`src/rtl/ysyx_25040109_mem_arbiter_if.sv`:
```
// ----------------------------------------------------------------------------
// ysyx_25040109_mem_arbiter_if
// Bundles every bus the memory arbiter touches.
//   IFU read port : ifu_ren/ifu_raddr/ifu_rready in, ifu_rdata/ifu_rvalid out
//   LSU read port : lsu_ren/lsu_raddr/lsu_rready in, lsu_rdata/lsu_rvalid out
//   LSU write port: lsu_wvalid/lsu_waddr/lsu_wdata/lsu_wlen in, lsu_wready out
//   Memory read   : mem_ren/mem_raddr/mem_rready out, mem_rdata/mem_rvalid in
//   Memory write  : mem_wvalid/mem_waddr/mem_wdata/mem_wlen out, mem_wready in
// Modports:
//   slave  - the arbiter: serves the requesters and drives the memory side
//   master - the environment: the requesters plus the memory
// ----------------------------------------------------------------------------
interface ysyx_25040109_mem_arbiter_if #(
    parameter int AW = 32,
    parameter int DW = 32
);
    logic          ifu_ren;
    logic [AW-1:0] ifu_raddr;
    logic [DW-1:0] ifu_rdata;
    logic          ifu_rvalid;
    logic          ifu_rready;

    logic          lsu_ren;
    logic [AW-1:0] lsu_raddr;
    logic [DW-1:0] lsu_rdata;
    logic          lsu_rvalid;
    logic          lsu_rready;

    logic          lsu_wvalid;
    logic [AW-1:0] lsu_waddr;
    logic [DW-1:0] lsu_wdata;
    logic [2:0]    lsu_wlen;
    logic          lsu_wready;

    logic          mem_ren;
    logic [AW-1:0] mem_raddr;
    logic [DW-1:0] mem_rdata;
    logic          mem_rvalid;
    logic          mem_rready;

    logic          mem_wvalid;
    logic [AW-1:0] mem_waddr;
    logic [DW-1:0] mem_wdata;
    logic [2:0]    mem_wlen;
    logic          mem_wready;

    modport slave (
        input  ifu_ren, ifu_raddr, ifu_rready,
        output ifu_rdata, ifu_rvalid,
        input  lsu_ren, lsu_raddr, lsu_rready,
        output lsu_rdata, lsu_rvalid,
        input  lsu_wvalid, lsu_waddr, lsu_wdata, lsu_wlen,
        output lsu_wready,
        output mem_ren, mem_raddr, mem_rready,
        input  mem_rdata, mem_rvalid,
        output mem_wvalid, mem_waddr, mem_wdata, mem_wlen,
        input  mem_wready
    );

    modport master (
        output ifu_ren, ifu_raddr, ifu_rready,
        input  ifu_rdata, ifu_rvalid,
        output lsu_ren, lsu_raddr, lsu_rready,
        input  lsu_rdata, lsu_rvalid,
        output lsu_wvalid, lsu_waddr, lsu_wdata, lsu_wlen,
        input  lsu_wready,
        input  mem_ren, mem_raddr, mem_rready,
        output mem_rdata, mem_rvalid,
        input  mem_wvalid, mem_waddr, mem_wdata, mem_wlen,
        output mem_wready
    );
endinterface

```
`src/rtl/ysyx_25040109_mem_arbiter.sv`:
```
// ----------------------------------------------------------------------------
// ysyx_25040109_mem_arbiter
// Shares one memory port between the IFU (reads) and the LSU (reads/writes).
// One transaction is outstanding at a time. Requests are sampled in IDLE and
// the winner's state is entered on the next edge; IFU vs LSU ties are broken
// round-robin, and inside the LSU a write beats a read.
// Ports:
//   clk  - clock, rising edge
//   rst  - synchronous active-high reset
//   bus  - requester and memory buses (slave modport)
//   busy - high whenever the arbiter is not IDLE
// ----------------------------------------------------------------------------
module ysyx_25040109_mem_arbiter #(
    parameter int AW = 32,
    parameter int DW = 32
) (
    input  logic                               clk,
    input  logic                               rst,
    ysyx_25040109_mem_arbiter_if.slave         bus,
    output logic                               busy
);
    typedef enum logic [1:0] {
        IDLE   = 2'd0,
        IFU_RD = 2'd1,
        LSU_RD = 2'd2,
        LSU_WR = 2'd3
    } state_e;

    localparam logic GRANT_IFU = 1'b0;
    localparam logic GRANT_LSU = 1'b1;

    state_e        state_q, state_d;
    logic          last_grant_q, last_grant_d;
    logic [AW-1:0] addr_q, addr_d;
    logic [DW-1:0] wdata_q, wdata_d;
    logic [2:0]    wlen_q, wlen_d;

    logic          lsu_req;
    logic          ifu_wins;
    logic          rd_done;
    logic          wr_done;

    assign lsu_req  = bus.lsu_wvalid || bus.lsu_ren;
    // A lone IFU request wins; on a tie the IFU wins only if the LSU went last.
    assign ifu_wins = bus.ifu_ren && (!lsu_req || (last_grant_q == GRANT_LSU));

    always_ff @(posedge clk) begin
        if (rst) begin
            state_q      <= IDLE;
            last_grant_q <= GRANT_IFU;
            addr_q       <= '0;
            wdata_q      <= '0;
            wlen_q       <= '0;
        end else begin
            state_q      <= state_d;
            last_grant_q <= last_grant_d;
            addr_q       <= addr_d;
            wdata_q      <= wdata_d;
            wlen_q       <= wlen_d;
        end
    end

    always_comb begin
        state_d      = state_q;
        last_grant_d = last_grant_q;
        addr_d       = addr_q;
        wdata_d      = wdata_q;
        wlen_d       = wlen_q;

        // Memory side is always driven from the latches, never from live inputs.
        bus.mem_ren    = 1'b0;
        bus.mem_raddr  = addr_q;
        bus.mem_rready = 1'b0;
        bus.mem_wvalid = 1'b0;
        bus.mem_waddr  = addr_q;
        bus.mem_wdata  = wdata_q;
        bus.mem_wlen   = wlen_q;

        bus.ifu_rvalid = 1'b0;
        bus.ifu_rdata  = '0;
        bus.lsu_rvalid = 1'b0;
        bus.lsu_rdata  = '0;
        bus.lsu_wready = 1'b0;

        rd_done = 1'b0;
        wr_done = 1'b0;

        case (state_q)
            IDLE: begin
                if (ifu_wins) begin
                    state_d = IFU_RD;
                    addr_d  = bus.ifu_raddr;
                end else if (bus.lsu_wvalid) begin
                    state_d = LSU_WR;
                    addr_d  = bus.lsu_waddr;
                    wdata_d = bus.lsu_wdata;
                    wlen_d  = bus.lsu_wlen;
                end else if (bus.lsu_ren) begin
                    state_d = LSU_RD;
                    addr_d  = bus.lsu_raddr;
                end
            end
            IFU_RD: begin
                bus.mem_ren    = 1'b1;
                bus.mem_rready = bus.ifu_rready;
                // A response arriving while reset is asserted is dropped.
                bus.ifu_rvalid = bus.mem_rvalid && !rst;
                bus.ifu_rdata  = bus.mem_rdata;
                rd_done        = bus.mem_rvalid && bus.ifu_rready;
                if (rd_done) begin
                    state_d      = IDLE;
                    last_grant_d = GRANT_IFU;
                end
            end
            LSU_RD: begin
                bus.mem_ren    = 1'b1;
                bus.mem_rready = bus.lsu_rready;
                bus.lsu_rvalid = bus.mem_rvalid && !rst;
                bus.lsu_rdata  = bus.mem_rdata;
                rd_done        = bus.mem_rvalid && bus.lsu_rready;
                if (rd_done) begin
                    state_d      = IDLE;
                    last_grant_d = GRANT_LSU;
                end
            end
            LSU_WR: begin
                bus.mem_wvalid = 1'b1;
                bus.lsu_wready = bus.mem_wready && !rst;
                wr_done        = bus.mem_wready;
                if (wr_done) begin
                    state_d      = IDLE;
                    last_grant_d = GRANT_LSU;
                end
            end
            default: state_d = IDLE;
        endcase
    end

    assign busy = (state_q != IDLE);
endmodule

```
`src/flat_wrapper.sv`:
```
// flat-port wrapper written by rule: the top's interface ports become plain ports
module ysyx_25040109_mem_arbiter_flat 
#(
    parameter int AW = 32,
    parameter int DW = 32
)
  (clk, rst, busy, bus_ifu_ren, bus_ifu_raddr, bus_ifu_rready, bus_ifu_rdata, bus_ifu_rvalid, bus_lsu_ren, bus_lsu_raddr, bus_lsu_rready, bus_lsu_rdata, bus_lsu_rvalid, bus_lsu_wvalid, bus_lsu_waddr, bus_lsu_wdata, bus_lsu_wlen, bus_lsu_wready, bus_mem_ren, bus_mem_raddr, bus_mem_rready, bus_mem_rdata, bus_mem_rvalid, bus_mem_wvalid, bus_mem_waddr, bus_mem_wdata, bus_mem_wlen, bus_mem_wready);
  ysyx_25040109_mem_arbiter_if #(.AW(AW), .DW(DW)) bus_i ();
  input  logic clk;
  input  logic rst;
  output logic busy;
  input wire logic [$bits(bus_i.ifu_ren)-1:0] bus_ifu_ren;
  input wire logic [$bits(bus_i.ifu_raddr)-1:0] bus_ifu_raddr;
  input wire logic [$bits(bus_i.ifu_rready)-1:0] bus_ifu_rready;
  output wire logic [$bits(bus_i.ifu_rdata)-1:0] bus_ifu_rdata;
  output wire logic [$bits(bus_i.ifu_rvalid)-1:0] bus_ifu_rvalid;
  input wire logic [$bits(bus_i.lsu_ren)-1:0] bus_lsu_ren;
  input wire logic [$bits(bus_i.lsu_raddr)-1:0] bus_lsu_raddr;
  input wire logic [$bits(bus_i.lsu_rready)-1:0] bus_lsu_rready;
  output wire logic [$bits(bus_i.lsu_rdata)-1:0] bus_lsu_rdata;
  output wire logic [$bits(bus_i.lsu_rvalid)-1:0] bus_lsu_rvalid;
  input wire logic [$bits(bus_i.lsu_wvalid)-1:0] bus_lsu_wvalid;
  input wire logic [$bits(bus_i.lsu_waddr)-1:0] bus_lsu_waddr;
  input wire logic [$bits(bus_i.lsu_wdata)-1:0] bus_lsu_wdata;
  input wire logic [$bits(bus_i.lsu_wlen)-1:0] bus_lsu_wlen;
  output wire logic [$bits(bus_i.lsu_wready)-1:0] bus_lsu_wready;
  output wire logic [$bits(bus_i.mem_ren)-1:0] bus_mem_ren;
  output wire logic [$bits(bus_i.mem_raddr)-1:0] bus_mem_raddr;
  output wire logic [$bits(bus_i.mem_rready)-1:0] bus_mem_rready;
  input wire logic [$bits(bus_i.mem_rdata)-1:0] bus_mem_rdata;
  input wire logic [$bits(bus_i.mem_rvalid)-1:0] bus_mem_rvalid;
  output wire logic [$bits(bus_i.mem_wvalid)-1:0] bus_mem_wvalid;
  output wire logic [$bits(bus_i.mem_waddr)-1:0] bus_mem_waddr;
  output wire logic [$bits(bus_i.mem_wdata)-1:0] bus_mem_wdata;
  output wire logic [$bits(bus_i.mem_wlen)-1:0] bus_mem_wlen;
  input wire logic [$bits(bus_i.mem_wready)-1:0] bus_mem_wready;
  assign bus_i.ifu_ren = bus_ifu_ren;
  assign bus_i.ifu_raddr = bus_ifu_raddr;
  assign bus_i.ifu_rready = bus_ifu_rready;
  assign bus_ifu_rdata = bus_i.ifu_rdata;
  assign bus_ifu_rvalid = bus_i.ifu_rvalid;
  assign bus_i.lsu_ren = bus_lsu_ren;
  assign bus_i.lsu_raddr = bus_lsu_raddr;
  assign bus_i.lsu_rready = bus_lsu_rready;
  assign bus_lsu_rdata = bus_i.lsu_rdata;
  assign bus_lsu_rvalid = bus_i.lsu_rvalid;
  assign bus_i.lsu_wvalid = bus_lsu_wvalid;
  assign bus_i.lsu_waddr = bus_lsu_waddr;
  assign bus_i.lsu_wdata = bus_lsu_wdata;
  assign bus_i.lsu_wlen = bus_lsu_wlen;
  assign bus_lsu_wready = bus_i.lsu_wready;
  assign bus_mem_ren = bus_i.mem_ren;
  assign bus_mem_raddr = bus_i.mem_raddr;
  assign bus_mem_rready = bus_i.mem_rready;
  assign bus_i.mem_rdata = bus_mem_rdata;
  assign bus_i.mem_rvalid = bus_mem_rvalid;
  assign bus_mem_wvalid = bus_i.mem_wvalid;
  assign bus_mem_waddr = bus_i.mem_waddr;
  assign bus_mem_wdata = bus_i.mem_wdata;
  assign bus_mem_wlen = bus_i.mem_wlen;
  assign bus_i.mem_wready = bus_mem_wready;
  ysyx_25040109_mem_arbiter #(.AW(AW), .DW(DW)) u_core (.clk(clk), .rst(rst), .bus(bus_i), .busy(busy));
endmodule
```
`config.mk`:
```
export PLATFORM = sky130hd
export DESIGN_NAME = ysyx_25040109_mem_arbiter_flat
export DESIGN_NICKNAME = d
export VERILOG_FILES = /design/src/rtl/ysyx_25040109_mem_arbiter_if.sv /design/src/rtl/ysyx_25040109_mem_arbiter.sv /design/src/flat_wrapper.sv
export SDC_FILE = /design/constraint.sdc
export NUM_CORES = 1
export LEC_CHECK = 0
export BUFFER_PORTS_ARGS = -buffer_cell sky130_fd_sc_hd__buf_2
export CORE_AREA = 4 4 132 134
export CTS_CLUSTER_SIZE = 8
export DETAILED_ROUTE_END_ITERATION = 10
export DIE_AREA = 0 0 136 138
export GPL_ROUTABILITY_DRIVEN = 1
export GPL_TIMING_DRIVEN = 0
export PLACE_DENSITY_LB_ADDON = 0.12
export REMOVE_ABC_BUFFERS = 1
export SETUP_SLACK_MARGIN = 0.05
export SYNTH_ARGS = -nofsm -noshare
export SYNTH_HDL_FRONTEND = slang
export SYNTH_SLANG_ARGS = --single-unit
```
`constraint.sdc`:
```
create_clock -name clk -period 3 [get_ports clk]
set_clock_uncertainty 0.15 [all_clocks]
set_input_delay 0.6 -clock clk [delete_from_list [all_inputs] [get_ports clk]]
set_output_delay 0.6 -clock clk [all_outputs]
set_load 0.01 [all_outputs]
```
# Word level (Yosys, flattened, before mapping)
# Index checks and enable logic that the tools add are counted.
classes:
  n_reduce_logical: 18
  muxes: 22
  n_eq_ne: 7
  n_bitwise: 1
ops:
  columns: ["op", "n"]
  rows:
  - ["two-way mux 32 bit", 5]
  - ["two-way mux 2 bit", 6]
  - ["two-way mux 1 bit", 8]
  - ["one-hot mux 2 bit (4 select lines)", 1]
  - ["AND reduction 4 bit", 2]
  - ["nonzero test 3 bit", 2]
  - ["logical AND 1 bit", 5]
  - ["equality test 2 bit (second input constant)", 2]
  - ["!= test 2 x 1 -> 1 bit (second input constant)", 2]
  - ["!= test 4 x 3 -> 1 bit (second input constant)", 1]
  - ["one-hot mux 1 bit (3 select lines)", 1]
  - ["AND reduction 3 bit", 1]
  - ["equality test 2 x 1 -> 1 bit (second input constant)", 1]
  - ["zero test 1 bit", 2]
  - ["zero test 2 bit", 1]
  - ["logical OR 1 bit", 2]
  - ["!= test 2 bit (second input constant)", 1]
  - ["one-hot mux 1 bit (2 select lines)", 1]
  - ["AND reduction 2 bit", 1]
  - ["nonzero test 2 bit", 1]
  - ["OR reduction 2 bit", 1]
  - ["NOT 1 bit", 1]
word_totals:
  inputBits: 172
  word_cells: 53
  register_bits: 70

# Depth between registers and ports, before layout
depth:
  word_depth: 6
  ltp_mapped: 7

# Worst setup path before layout
# OpenSTA, ideal clock, no wires.
synth_path:
  kind: "input -> output"
  startpoint: "input port rst"
  endpoint: "output port bus_ifu_rvalid"
  t_arrival_ns: 1.251
  path_slack_ns: 0.999
  path_stages: 3
  path_cell_list: "clkbuf_1 clkbuf_1 and3b_1"
synth_between:
  elab_chain_cells: 3
synth_rtl:
  columns: ["element", "line", "rtl"]
  rows:
  - ["from (decl)", "flat_wrapper.sv:10", "input logic rst;"]
  - ["zero test 1 bit", "ysyx_25040109_mem_arbiter.sv:107", "bus.ifu_rvalid = bus.mem_rvalid && !rst;"]
  - ["logical AND 1 bit", "ysyx_25040109_mem_arbiter.sv:107", null]
  - ["two-way mux 1 bit", "ysyx_25040109_mem_arbiter.sv:88", "case (state_q)"]
  - ["to (decl)", "flat_wrapper.sv:16", "output wire logic [$bits(bus_i.ifu_rvalid)-1:0] bus_ifu_rvalid;"]
# Every way passes these cells.

# Worst setup path after layout
layout_path:
  startpoint: "input port bus_lsu_wvalid"
  endpoint: "register u_core.wdata_q[3], in the netlist u_core.bus.mem_wdata[3]"
layout_between:
  elab_chain_cells: 6
layout_rtl:
  columns: ["element", "line", "rtl"]
  rows:
  - ["from (decl)", "flat_wrapper.sv:22", "input wire logic [$bits(bus_i.lsu_wvalid)-1:0] bus_lsu_wvalid;"]
  - ["logical OR 1 bit", "ysyx_25040109_mem_arbiter.sv:43", "assign lsu_req = bus.lsu_wvalid || bus.lsu_ren;"]
  - ["zero test 1 bit", "ysyx_25040109_mem_arbiter.sv:45", "assign ifu_wins = bus.ifu_ren && (!lsu_req || (last_grant_q == GRANT_LSU));"]
  - ["logical OR 1 bit", "ysyx_25040109_mem_arbiter.sv:45", null]
  - ["logical AND 1 bit", "ysyx_25040109_mem_arbiter.sv:45", null]
  - ["NOT 1 bit (no line)", null, null]
  - ["AND reduction 3 bit (no line) *", null, null]
  - ["to (signal assigned)", "ysyx_25040109_mem_arbiter.sv:58", "wdata_q <= wdata_d;"]
  - ["to (decl)", "ysyx_25040109_mem_arbiter.sv:35", "logic [DW-1:0] wdata_q, wdata_d;"]
# Mark *: on every way between the ends. The rest lies on a longest branch, timed or not.
# A chain may end at the register's enable or synchronous reset.

==> reports/qor.csv <==
stage,metric,value,unit
status,outcome,"complete, no violations",
synthesis,synth_edf_count,0,
setup_path,r2r_cells,5,
routing,vias_per_cell,4.33,
sta,setup_viol,0,
pwr,ir_drop,0.000284,V
synthesis,ys_types,27,
cts,htree_levels,3,
sta,fin_crit,2670,ps
cells_and_area,utilization,35.9,%
setup_path,cp-end-kind,register,
cells_and_area,stdcell_count,1020,
synthesis,synth_cells,511,
global_route,grt_pass1_vias,4336,
floorplanning,die_w,136,µm
cts,cts_tree,done,
cts,numCtsBuffers,9,
min_path,holdPathStages,2,
routing,num_vias,4412,
routing,totalWireLength,15300,µm
routing,routedWlPerCell,15.0,µm
floorplanning,start_util,24.4,%
global_route,grt_pass1_wl,23500,µm
global_route,antenna_found_initial,1,
placement,portBuffers,341,
cells_and_area,syn_to_final_growth,47.0,%
synthesis,avgSynthCellArea,7.78,µm²
placement,pre_cts_ws,-952,ps
sta,slew_headroom,18.3,%
cts,cts-root-buf,clkbuf_16,
floorplanning,core,0.0163,mm²
cells_and_area,multi_input_area,0.00213,mm²
cells_and_area,seq_area,0.00140,mm²
setup_path,critical_path_class,in -> reg,
pwr,p_total,0.00451,W
cells_and_area,insertedDiodeCount,0,
synthesis,syn-cell-area,0.00397,mm²
cells_and_area,fillers,1801,
pwr,powerDensity,773,mW/mm²
global_route,grt.overflow.total,0,
sta,rsz0062_at_grt,no,
setup_path,critPathMaxFanout,71,
placement,dp_hpwl,11900,µm
floorplanning,dieArea,0.0188,mm²
global_route,grt_max_degree,72,
sta,hold_violations,0,
synthesis,ys_seq_elements,70,
synthesis,ys.flop_type,dfxtp_1,
synthesis,async_flop_share,0,%
sta,worstMarginPinSlew,1230,ps
sta,max_freq,375,MHz
placement,dp_cells,1003,
sta,layout_worst_path_cycle_share,89.0,%
cts,cts_sinks,70,
setup_path,rrSetupSlack,640,ps
cts,ctsHoldBuffers,0,
flow_run,max_cap_viol_count,0,
cts,insertion_delay,330,ps
sta,drv_slew,0,
sta,finalWorstSetupSlack,331,ps
setup_path,cp.required,3110,ps
setup_path,cp.arrival,2770,ps
synthesis,ys_seq_area_share,35.3,%
routing,firstDrtPassIters,4,
floorplanning,io_pins,342,
cells_and_area,layout-drive-gt1-share,49.1,%
routing,drtIter0Drc,124,
min_path,min_path_type,reg -> reg,
synthesis,yosysWarnings,0,
routing,drc,0,
cts,path_clk_slew,60,ps
floorplanning,rows,47,
routing,antenna_left,0,
cts,ctsLongestPathBuffers,2,
pwr,p_leak,2.96,nW
global_route,grt_usage,15.7,%
placement,routabilityCongestion,0.878,
floorplanning,die_h,138,µm
cells_and_area,final_net_count,972,
setup_path,critPathLaunchType,input port,
state kept, by name, summed over array words and instances (netlist names):
signal / cells
u_core.bus.mem_raddr: 32
u_core.bus.mem_wdata: 32
u_core.bus.mem_wlen: 3
u_core.last_grant_q: 1
u_core.state_q: 2
Yosys cell counts, types with 2 or more instances:
cell / number / area, µm²
clkbuf_1: 17 / 63.8
o2bb2ai_1: 2 / 17.5
and3b_1: 2 / 17.5
a211oi_1: 2 / 15.0
o21ai_1: 30 / 150
inv_1: 3 / 11.3
nand2b_1: 2 / 12.5
nor2b_1: 34 / 213
o21ai_0: 35 / 175
dfxtp_1: 70 / 1400
nor2_1: 4 / 15.0
buf_2: 18 / 90.1
nor3_1: 2 / 10.0
a211oi_2: 30 / 375
nand2_1: 107 / 402
buf_6: 4 / 45.0
and2_1: 65 / 407
a21oi_1: 40 / 200
buf_4: 32 / 240
ha_1: 5 / 62.6
area by class of cell:
class | count | share of cell area (%)
multi-input cells | 368 | 36.5
inverters | 3 | 0.193
clock buffers | 10 | 4.09
repair buffers | 343 | 29.9
flip-flops and latches | 70 | 24.0
clock inverters | 6 | 0.643
well taps | 220 | 4.71
cells by family (layout without fill, tap and decap cells):
| logic type | count (synthesis) | after routing | synth area share (%) |
|---|---|---|---|
| flops | 70 | 70 | 35.3 |
| fa+ha+maj | 5 | 5 | 1.57 |
| simple gates | 219 | 220 | 27.5 |
| compound gates | 143 | 143 | 24.3 |
| buf+inv | 74 | 362 | 11.3 |
what timing repair did:
| action | CTS | global route |
|---|---|---|
| buffers inserted | 0 | 0 |
| gates resized for setup | 1 | 1 |
| pin swaps | 1 | 0 |
| setup endpoints to repair | 67 | 1 |
| cloned | 1 | 0 |
critical path: stages:
cell     delay (ps)
buf_4           650
and3_1         1110
nand2_1         170
a21oi_1         160
power breakdown:
| part | internal [W] | switching, W |
|---|---|---|
| Clock | 0.000577 | 0.000403 |
| Sequential | 0.00120 | 0.000184 |
| Combinational | 0.000868 | 0.00129 |
metrics by stage:
step | TNS [ps] | hold WS [ps] | area [µm²]
floorplan | 0 | 324 | 3530
global route | 0 | 320 | 5840
finish | 0 | 299 | 5840
global placement | -71040 | 288 | 5520
detailed placement | -44900 | 295 | 5560
CTS | 0 | 303 | 5840
path summary, 6_finish.rpt:
| kind | startpoint | endpoint |
|---|---|---|
| worst min register to register | u_core.bus.mem_wdata[21] | u_core.bus.mem_wdata[21] |
| worst max-delay path | bus_lsu_wvalid | u_core.bus.mem_wdata[3] |
| worst max register to register | u_core.state_q[0] | u_core.bus.mem_wdata[3] |
| worst min-delay path | u_core.bus.mem_wdata[21] | u_core.bus.mem_wdata[21] |
layer usage:
layer	routed length, µm	vias to the layer above	part of all wire (%)	global-route usage, %
met4	295	2	1.9	5.15
met1	6370	1933	42	18.8
li1	-	2228	-	-
met2	7140	226	47	26.7
met3	1450	23	9.5	4.43
met5	13	-	0.085	0
cell usage in the layout, fill, tap and decap left out, types with 2 or more instances in the layout:
master,synthesis,routed
a21oi_1,40,40
dfxtp_1,70,70
clkbuf_16,0,9
nor3_1,2,2
clkinv_2,0,3
nand2b_1,2,2
o21ai_0,35,35
clkinvlp_4,0,3
ha_1,5,4
nand2_1,107,107
inv_1,3,3
and3b_1,2,2
o2bb2ai_1,2,2
nor2_1,4,3
o21ai_1,30,30
and2_1,65,64
buf_2,18,340
a211oi_1,2,2
nand3_1,1,2
a211oi_2,30,30
nor2b_1,34,34
(Power assumes the default switching activity.)
